## src/rtl/tpu_pkg.sv

```systemverilog
// Shared TPU constants and types.
//   DATA_SIZE  bits per weight (also used by mac_matrix)
//   MAC_WIDTH  systolic matrix edge; N = MAC_WIDTH*MAC_WIDTH request lanes
//   fetch_state_e  weight fetch FSM encoding
package tpu_pkg;

  localparam int unsigned DATA_SIZE = 8;
  localparam int unsigned MAC_WIDTH = 8;
  localparam int unsigned N         = MAC_WIDTH * MAC_WIDTH;
  localparam int unsigned IDX_W     = $clog2(N);

  typedef enum logic [1:0] {
    IDLE    = 2'd0,
    ISSUE   = 2'd1,
    CAPTURE = 2'd2
  } fetch_state_e;

  // Lane index increment with wrap at N.
  function automatic logic [IDX_W-1:0] wrap_inc(input logic [IDX_W-1:0] i);
    return (i == IDX_W'(N - 1)) ? '0 : i + 1'b1;
  endfunction

endpackage

```

## src/rtl/rr_arbiter.sv

```systemverilog
// Combinational round-robin picker.
//   req_i    request vector
//   ptr_i    lane with highest priority; search runs upward with wrap
//   grant_c  one-hot grant of the picked lane
//   idx_c    encoded index of the picked lane
//   any_c    at least one request present
module rr_arbiter
  import tpu_pkg::*;
#(
  parameter int unsigned NREQ = N,
  parameter int unsigned IW   = $clog2(NREQ)
) (
  input  logic [NREQ-1:0] req_i,
  input  logic [IW-1:0]   ptr_i,
  output logic [NREQ-1:0] grant_c,
  output logic [IW-1:0]   idx_c,
  output logic            any_c
);

  logic [IW:0] pos;

  // First set bit at or above ptr_i, wrapping at NREQ.
  always_comb begin
    grant_c = '0;
    idx_c   = '0;
    any_c   = 1'b0;
    pos     = '0;
    for (int unsigned k = 0; k < NREQ; k++) begin
      pos = (IW+1)'(ptr_i) + (IW+1)'(k);
      if (pos >= (IW+1)'(NREQ)) pos = pos - (IW+1)'(NREQ);
      if (!any_c && req_i[pos[IW-1:0]]) begin
        any_c = 1'b1;
        idx_c = pos[IW-1:0];
      end
    end
    if (any_c) grant_c = NREQ'(1) << idx_c;
  end

endmodule

```

## src/rtl/weight_fetch_unit.sv

```systemverilog
// Serves per-MAC weight requests from the weight SRAM, plus a bulk refill sweep.
//   clock, reset             clock / async active-low reset
//   weights_request          level request per MAC lane (row*MAC_WIDTH+col)
//   weights_data_out         packed lane weights, lane i at [i*DATA_SIZE +: DATA_SIZE]
//   weights_ack              one-hot, one-cycle pulse: lane just updated
//   tile_base                SRAM base of the current tile, sampled at pick
//   load_all / load_done     bulk refill command (IDLE only) / completion pulse
//   busy                     high whenever not IDLE
//   mem_rd_en/mem_addr/mem_rd_data  SRAM read port, data one cycle after strobe
module weight_fetch_unit
  import tpu_pkg::*;
#(
  parameter int unsigned ADDR_WIDTH = 12
) (
  input  logic                      clock,
  input  logic                      reset,
  input  logic [N-1:0]              weights_request,
  output logic [N*DATA_SIZE-1:0]    weights_data_out,
  output logic [N-1:0]              weights_ack,
  input  logic [ADDR_WIDTH-1:0]     tile_base,
  input  logic                      load_all,
  output logic                      load_done,
  output logic                      busy,
  output logic                      mem_rd_en,
  output logic [ADDR_WIDTH-1:0]     mem_addr,
  input  logic [DATA_SIZE-1:0]      mem_rd_data
);

  fetch_state_e            state_q, state_d;
  logic [IDX_W-1:0]        idx_q, idx_d, rr_ptr_q, rr_ptr_d, arb_idx;
  logic [N-1:0]            sel_q, sel_d, ack_q, ack_d, arb_grant, pending;
  logic                    arb_any, bulk_q, bulk_d;
  logic [ADDR_WIDTH-1:0]   base_q, base_d, addr_q, addr_d;
  logic                    rd_en_q, rd_en_d, done_q, done_d, busy_q, wr_en;
  logic [N*DATA_SIZE-1:0]  lanes_q;

  // The lane acked this cycle is still requesting; keep it out of the pick.
  assign pending = weights_request & ~ack_q;

  rr_arbiter #(.NREQ(N)) u_arb (
    .req_i   (pending),
    .ptr_i   (rr_ptr_q),
    .grant_c (arb_grant),
    .idx_c   (arb_idx),
    .any_c   (arb_any)
  );

  // Next-state and registered-output decode.
  always_comb begin
    state_d  = state_q;
    idx_d    = idx_q;
    rr_ptr_d = rr_ptr_q;
    sel_d    = sel_q;
    bulk_d   = bulk_q;
    base_d   = base_q;
    addr_d   = addr_q;
    rd_en_d  = 1'b0;
    ack_d    = '0;
    done_d   = 1'b0;
    wr_en    = 1'b0;
    unique case (state_q)
      IDLE: begin
        if (load_all) begin
          bulk_d  = 1'b1;
          idx_d   = '0;
          sel_d   = N'(1);
          base_d  = tile_base;
          addr_d  = tile_base;
          rd_en_d = 1'b1;
          state_d = ISSUE;
        end else if (arb_any) begin
          idx_d   = arb_idx;
          sel_d   = arb_grant;
          base_d  = tile_base;
          addr_d  = tile_base + ADDR_WIDTH'(arb_idx);
          rd_en_d = 1'b1;
          state_d = ISSUE;
        end
      end
      ISSUE: state_d = CAPTURE;
      CAPTURE: begin
        wr_en = 1'b1;
        ack_d = sel_q;
        if (!bulk_q) begin
          rr_ptr_d = wrap_inc(idx_q);
          state_d  = IDLE;
        end else if (idx_q == IDX_W'(N - 1)) begin
          bulk_d  = 1'b0;
          done_d  = 1'b1;
          state_d = IDLE;
        end else begin
          // Sweep continues straight into the next read from the latched base.
          idx_d   = wrap_inc(idx_q);
          sel_d   = sel_q << 1;
          addr_d  = base_q + ADDR_WIDTH'(wrap_inc(idx_q));
          rd_en_d = 1'b1;
          state_d = ISSUE;
        end
      end
      default: state_d = IDLE;
    endcase
  end

  // State, pointer and lane registers.
  always_ff @(posedge clock or negedge reset) begin
    if (!reset) begin
      state_q  <= IDLE;
      idx_q    <= '0;
      rr_ptr_q <= '0;
      sel_q    <= '0;
      bulk_q   <= 1'b0;
      base_q   <= '0;
      addr_q   <= '0;
      rd_en_q  <= 1'b0;
      ack_q    <= '0;
      done_q   <= 1'b0;
      busy_q   <= 1'b0;
      lanes_q  <= '0;
    end else begin
      state_q  <= state_d;
      idx_q    <= idx_d;
      rr_ptr_q <= rr_ptr_d;
      sel_q    <= sel_d;
      bulk_q   <= bulk_d;
      base_q   <= base_d;
      addr_q   <= addr_d;
      rd_en_q  <= rd_en_d;
      ack_q    <= ack_d;
      done_q   <= done_d;
      busy_q   <= (state_d != IDLE);
      if (wr_en) lanes_q[int'(idx_q) * DATA_SIZE +: DATA_SIZE] <= mem_rd_data;
    end
  end

  assign weights_data_out = lanes_q;
  assign weights_ack      = ack_q;
  assign load_done        = done_q;
  assign busy             = busy_q;
  assign mem_rd_en        = rd_en_q;
  assign mem_addr         = addr_q;

endmodule

```

## config.mk

```make
export PLATFORM = sky130hd
export DESIGN_NAME = weight_fetch_unit
export DESIGN_NICKNAME = d
export VERILOG_FILES = /design/src/rtl/tpu_pkg.sv /design/src/rtl/rr_arbiter.sv /design/src/rtl/weight_fetch_unit.sv
export SDC_FILE = /design/constraint.sdc
export NUM_CORES = 2
export LEC_CHECK = 0
export ABC_AREA = 0
export CAP_MARGIN = 20
export CORE_MARGIN = 1.5
export CORE_UTILIZATION = 35
export CTS_CLUSTER_SIZE = 14
export DETAILED_ROUTE_END_ITERATION = 8
export PLACE_DENSITY = 0.58
export SYNTH_ARGS = -nofsm -noshare
export SYNTH_HDL_FRONTEND = slang
export SYNTH_SLANG_ARGS = --single-unit
```

## constraint.sdc

```tcl
create_clock -name clock -period 24.2 [get_ports clock]
set_clock_uncertainty 0.05 [all_clocks]
set_input_delay 4.84 -clock clock [delete_from_list [all_inputs] [get_ports clock]]
set_output_delay 4.84 -clock clock [all_outputs]
set_load 0.005 [all_outputs]
```

Word level (Yosys, flattened, before mapping)
Index checks and enable logic that the tools add are counted.
{ "op_classes": {"add_sub_neg": 131, "order_cmp": 128, "n_eq_ne": 7, "n_shift": 3, "n_mux": 356, "bitwise_logic": 3, "reduce_logical": 134} }
{ "op_table": {"columns": ["cell", "n"], "rows": [
  ["$mux 6", 133],
  ["$bwmux 512", 1],
  ["$shift 8x34->512 const A", 1],
  ["$shiftx 8x34->512", 1],
  ["$lt 6x7->1 const B", 64],
  ["$ge 7x7->1 const B", 63],
  ["$bmux 1 s6", 64],
  ["$sub 6x1->6 const B", 64],
  ["$mux 64", 5],
  ["$add 6x6->7 const B", 32],
  ["$mux 1", 139],
  ["$pmux 64 s2", 1],
  ["$add 6x5->7 const B", 16],
  ["$mux 12", 6],
  ["$and 64x64->64", 1],
  ["$not 64->64", 1],
  ["$shl 1x6->64 const A", 1],
  ["$logic_and 1x1->1", 63],
  ["$logic_not 1->1", 63],
  ["$add 6x4->7 const B", 8],
  ["$neg 9->34", 1],
  ["$add 6x3->7 const B", 4],
  ["$add 12x6->12", 2],
  ["$pmux 12 s2", 1],
  ["other kinds (18)", 27]
]} }
{ "totals": {"ff_bits": 682, "inputBits": 87, "out_inout_bits": 591, "wordCells": 774} }

Logic depth before layout (Yosys ltp)
{ "logic_depth": {"depth_word": 198, "mapped_depth": 41, "depth_no_buf": 29} }

By module
A second synthesis with hierarchy kept.
{ "hier_totals": {"hier_cells": 4105, "area_unflattened_um2": 42608.4} }
{ "modules_own_cells": {"columns": ["mod", "instances", "cells_each", "area_per_inst_um2", "seq_area_each_um2"], "rows": [
  ["weight_fetch_unit", 1, 2226, 28414.8, 17066.4],
  ["rr_arbiter", 1, 1879, 14193.6, 0.0]
]} }

Worst setup path after synthesis
Ideal clock, no wire load.
{ "synth_timing": {"path_type": "input port to flip-flop", "startpoint": "in weights_request[58]", "endpoint": "reg addr_q[11] (netlist: mem_addr[11])", "setup_ps": 127, "t_arrival_ps": 10904, "required_ps": 24023, "setup_slack_ps": 13118, "stages": 31, "n_path_buf": 5, "cell_sequence": "nor2b_1 -> mux4_2 -> mux4_2 -> o2bb2ai_1 -> a221o_1 -> or4b_1 -> buf_2 -> nor3_4 -> and4_1 -> buf_6 -> buf_6 -> buf_6 -> buf_2 -> nand4_1 -> and2_1 -> a311o_1 -> o211ai_1 -> nand2_1 -> a22oi_2 -> ha_1 -> a21o_1 -> a21oi_1 -> o21bai_1 -> a21oi_1 -> o21ai_0 -> and3_1 -> nand3_1 -> xor2_1 -> nor2_1 -> a21oi_1 -> o21ai_0"} }
{ "synth_via": {"elab_chain_len": 197, "elab_cells_between_ends": 389, "classes_between": "1 x add/sub; 1 x eq/ne; 259 x mux; 1 x bitwise; 127 x reduce/logical"} }
{ "synth_rtl": {"columns": ["element", "line_no", "text"], "rows": [
  ["start, declared", "weight_fetch_unit.sv:17", "input logic [N-1:0] weights_request,"],
  ["$and 64x64->64 (*)", "weight_fetch_unit.sv:38", "assign pending = weights_request & ~ack_q;"],
  ["$bmux 1 s6", "rr_arbiter.sv:31", "if (!any_c && req_i[pos[IW-1:0]]) begin"],
  ["$mux 1 (implied by the code)", "rr_arbiter.sv:31", null],
  ["$mux 1", "rr_arbiter.sv:31", null],
  ["$logic_not 1->1", "rr_arbiter.sv:31", null],
  ["$logic_and 1x1->1", "rr_arbiter.sv:31", null],
  ["$mux 1", "rr_arbiter.sv:31", null],
  ["$logic_not 1->1", "rr_arbiter.sv:31", null],
  ["[... 181 more ...]", null, null],
  ["$mux 1", "rr_arbiter.sv:31", null],
  ["$logic_not 1->1", "rr_arbiter.sv:31", null],
  ["$logic_and 1x1->1", "rr_arbiter.sv:31", null],
  ["$mux 6", "rr_arbiter.sv:31", null],
  ["$add 12x6->12", "weight_fetch_unit.sv:75", "addr_d = tile_base + ADDR_WIDTH'(arb_idx);"],
  ["$mux 12", "weight_fetch_unit.sv:71", "end else if (arb_any) begin"],
  ["$mux 12", "weight_fetch_unit.sv:63", "if (load_all) begin"],
  ["$pmux 12 s2", "weight_fetch_unit.sv:61", "unique case (state_q)"],
  ["end signal, assigned", "weight_fetch_unit.sv:126", "addr_q <= addr_d;"],
  ["end, declared", "weight_fetch_unit.sv:33", "logic [ADDR_WIDTH-1:0] base_q, base_d, addr_q, addr_d;"]
]} }
Mark *: on every way between the ends. The rest lies on a longest branch, timed or not. The select of a mux whose other input is x is not followed.
A chain may end at the register's enable or synchronous reset.

Worst setup path after layout
{ "layout_timing": {"startpoint": "in weights_request[57]", "endpoint": "reg addr_q[9] (netlist: mem_addr[9])"} }
The elaborated chain is that of the path after synthesis.

==> flow_summary.yaml <==
critical_path:
  worstPathArrival_ns: 13.71
  required_ns: 24.60
  critPathKind: "input port to flip-flop"
  r2r_start: "rr_ptr_q[1]"
  reg2reg_depth: 31
  critPathTopFamily: "simple AND/OR/NAND/NOR gates"
  timing.rr.end: "mem_addr[9]"
  crit_top_cell: "a21oi_1"
  crit_start: "weights_request[57]"
  crit_fanout: 10
  cp-end-kind: "flip-flop"
  worst-path-buf-inv: 1
  cpMaxStageDelayCell: "nor4_1"
  r2r_setup_slack_ns: 13.23
  max_stage_delay_ns: 0.91
  critPathLaunchType: "input port"
place:
  place_congestion: 1.10
  numPortBuffers: 677
  post-dp-hpwl_mm: 193
yosys:
  synth_top_cell_area_share_pct: 38.6
  synth_seq_cells: 682
  yosys_warnings: 0
  synth_largest_area_cell: "dfrtp_1"
  yosys-top-cells-area: "dfrtp_1 (39%), mux4_2 (6.6%), nand2_1 (6.6%)"
  synth_nets: 4890
  synth_ff_type: "dfrtp_1"
  synth_area_um2: 44200
  async_flop_share_pct: 100
  synth_edf_count: 0
  avgSynthCellArea_um2: 9.26
  yosysSeqAreaShare_pct: 38.6
  synthCells: 4769
  ys_types: 113
global_route:
  grt_use_total_pct: 37.6
  first_global_vias: 42900
  gr-total-overflow: 0
  antenna_found_initial: 27
  grt_max_degree: 124
  grt_first_pass_wirelength_mm: 342
routing:
  vias_per_cell: 6.33
  drcViolationCount: 0
  ant_nets: 0
  drtIter0Drc: 5709
  wl_per_cell_um: 35.1
  wl_mm: 248
  firstDrtPassIters: 6
  via_count: 44700
clock_network:
  cts_max_level: 3
  clkTransAtPathRegs_ns: 0.06
  clock-root-buffer: "clkbuf_16"
  cts_buffers: 67
  cts_tree: "built"
  cts_resized: 0
  clk_latency_ns: 0.62
  cts_buffer_depth: 3
  postCtsSetupRepairBufs: 0
  ctsHoldBuffers: 0
  cts.sinks: 682
sta:
  hold_viol: 0
  tightest_slew_ns: 1.25
  rsz0062_at_grt: "false"
  slew_headroom_pct: 16.2
  fmax_ghz: 0.0751
  min_period_over_period_pct: 55.0
  period_needed_ns: 13.31
  maxSlewViolCount: 0
  setup_viol: 0
  fin_setup_tns_ns: 0
final_layout:
  drive_gt1_share_pct: 12.5
  syn_to_final_growth_pct: 25.0
  finalNetCount: 5466
floorplanning:
  fp.dieH_um: 358
  die_area_um2: 128000
  fp.dieW_um: 358
  rows: 130
  start_util_pct: 35.2
  io_pins: 678
  core-area_um2: 125000
worst_hold_path:
  min_path_cells: 2
  hp-class: "flip-flop to flip-flop"
  hold_end: "weights_data_out[138]"
  hold_start: "weights_data_out[138]"
run_status:
  outcome: "completed"
job:
  drv_cap: 0
state kept, by name (all words and copies together), names as in the netlist:
signal,cells
weights_data_out,512
load_done,1
rr_ptr_q,6
idx_q,6
mem_rd_en,1
bulk_q,1
mem_addr,12
sel_q,64
base_q,12
busy,1
weights_ack,64
state_q,2
cells in the mapped netlist (all sizes together), types with 53 or more instances:
master  count
and2      115
nand2     774
buf       103
nor3       82
o31ai      75
a21oi     124
o21ai     489
xnor2      69
or4        53
dfrtp     682
nand3     133
nand2b     88
nand4      80
mux2      169
mux4      135
mux2i     116
inv        59
nor4       80
clkbuf    211
nor2b      79
nor2      244
layout by cell type, fill, tap and decap left out, types with 113 or more instances in the layout:
| cell | netlist | layout |
|---|---|---|
| mux2_2 | 169 | 169 |
| o21ai_0 | 478 | 478 |
| dfrtp_1 | 682 | 676 |
| mux4_2 | 129 | 129 |
| nand2_1 | 774 | 774 |
| and2_1 | 114 | 113 |
| clkdlybuf4s50_1 | 0 | 676 |
| a21oi_1 | 123 | 123 |
| nor2_1 | 244 | 240 |
| buf_4 | 7 | 139 |
| nand3_1 | 127 | 127 |
| mux2i_1 | 116 | 116 |
through the flow:
stage	utilization, %	cells	area, µm²	hold WS [ns]	setup WS (ns)
3_5_place_dp	42.2	6923	52900	0.414	10.83
3_3_place_gp	42.2	6919	52900	0.406	10.57
4_1_cts	44.0	7042	55200	0.429	11.43
6_report	44.0	7054	55200	0.424	10.89
2_1_floorplan	-	4769	44200	0.403	13.12
5_1_grt	44.0	7049	55200	0.450	10.83
logic make-up (layout without fill, tap and decap cells):
group / count (synthesis) / in the layout / synth area share, %
buffers and inverters: 376 / 1002 / 3.77
multiplexers: 420 / 420 / 13.9
flip-flops: 682 / 682 / 38.6
XOR/XNOR: 109 / 109 / 2.27
adder cells (fa/ha/maj): 34 / 34 / 0.997
AND/OR/NAND/NOR: 2015 / 2015 / 23.8
AO/OA/AOI/OAI: 1133 / 1133 / 16.6
other: 0 / 9 / 0
how the worst max path moves through the flow:
stage | slack (ns) | end | cells past startpoint
after floorplan | 13.12 | mem_addr[11] | 31
after CTS | 11.43 | mem_addr[9] | 27
after global routing | 10.83 | mem_addr[11] | 27
after detailed placement | 10.83 | mem_addr[9] | 27
after global placement | 10.57 | mem_addr[11] | 27
final | 10.89 | mem_addr[9] | 27
layout make-up:
cell class / instances / area [µm²]
Clock buffer: 103 / 2050
Clock inverter: 16 / 196
Inverter: 62 / 240
Antenna cell: 9 / 22.5
Timing Repair Buffer: 821 / 7880
Sequential cell: 682 / 17100
Tap cell: 1650 / 2060
Fill cell: 12200 / 70200
Multi-Input combinational cell: 3711 / 25700
per-layer routing:
layer  vias to the layer above  GRT usage [%]  share of wire [%]
met5                         -              0              0.067
met4                        24           19.8                6.4
met3                       653           11.9                 11
met2                      2705           58.7                 45
met1                     22400           46.4                 38
li1                      18900              -                  -
worst min-delay path, cell delays in order (launching register included):
cell and delay (ns):
dfrtp_1 0.34, nand2_1 0.05, o41ai_1 0.05
Power is left out: the tool's default activity adds up to more than one toggle a clock period on the data nets, which glitch-free logic cannot reach.
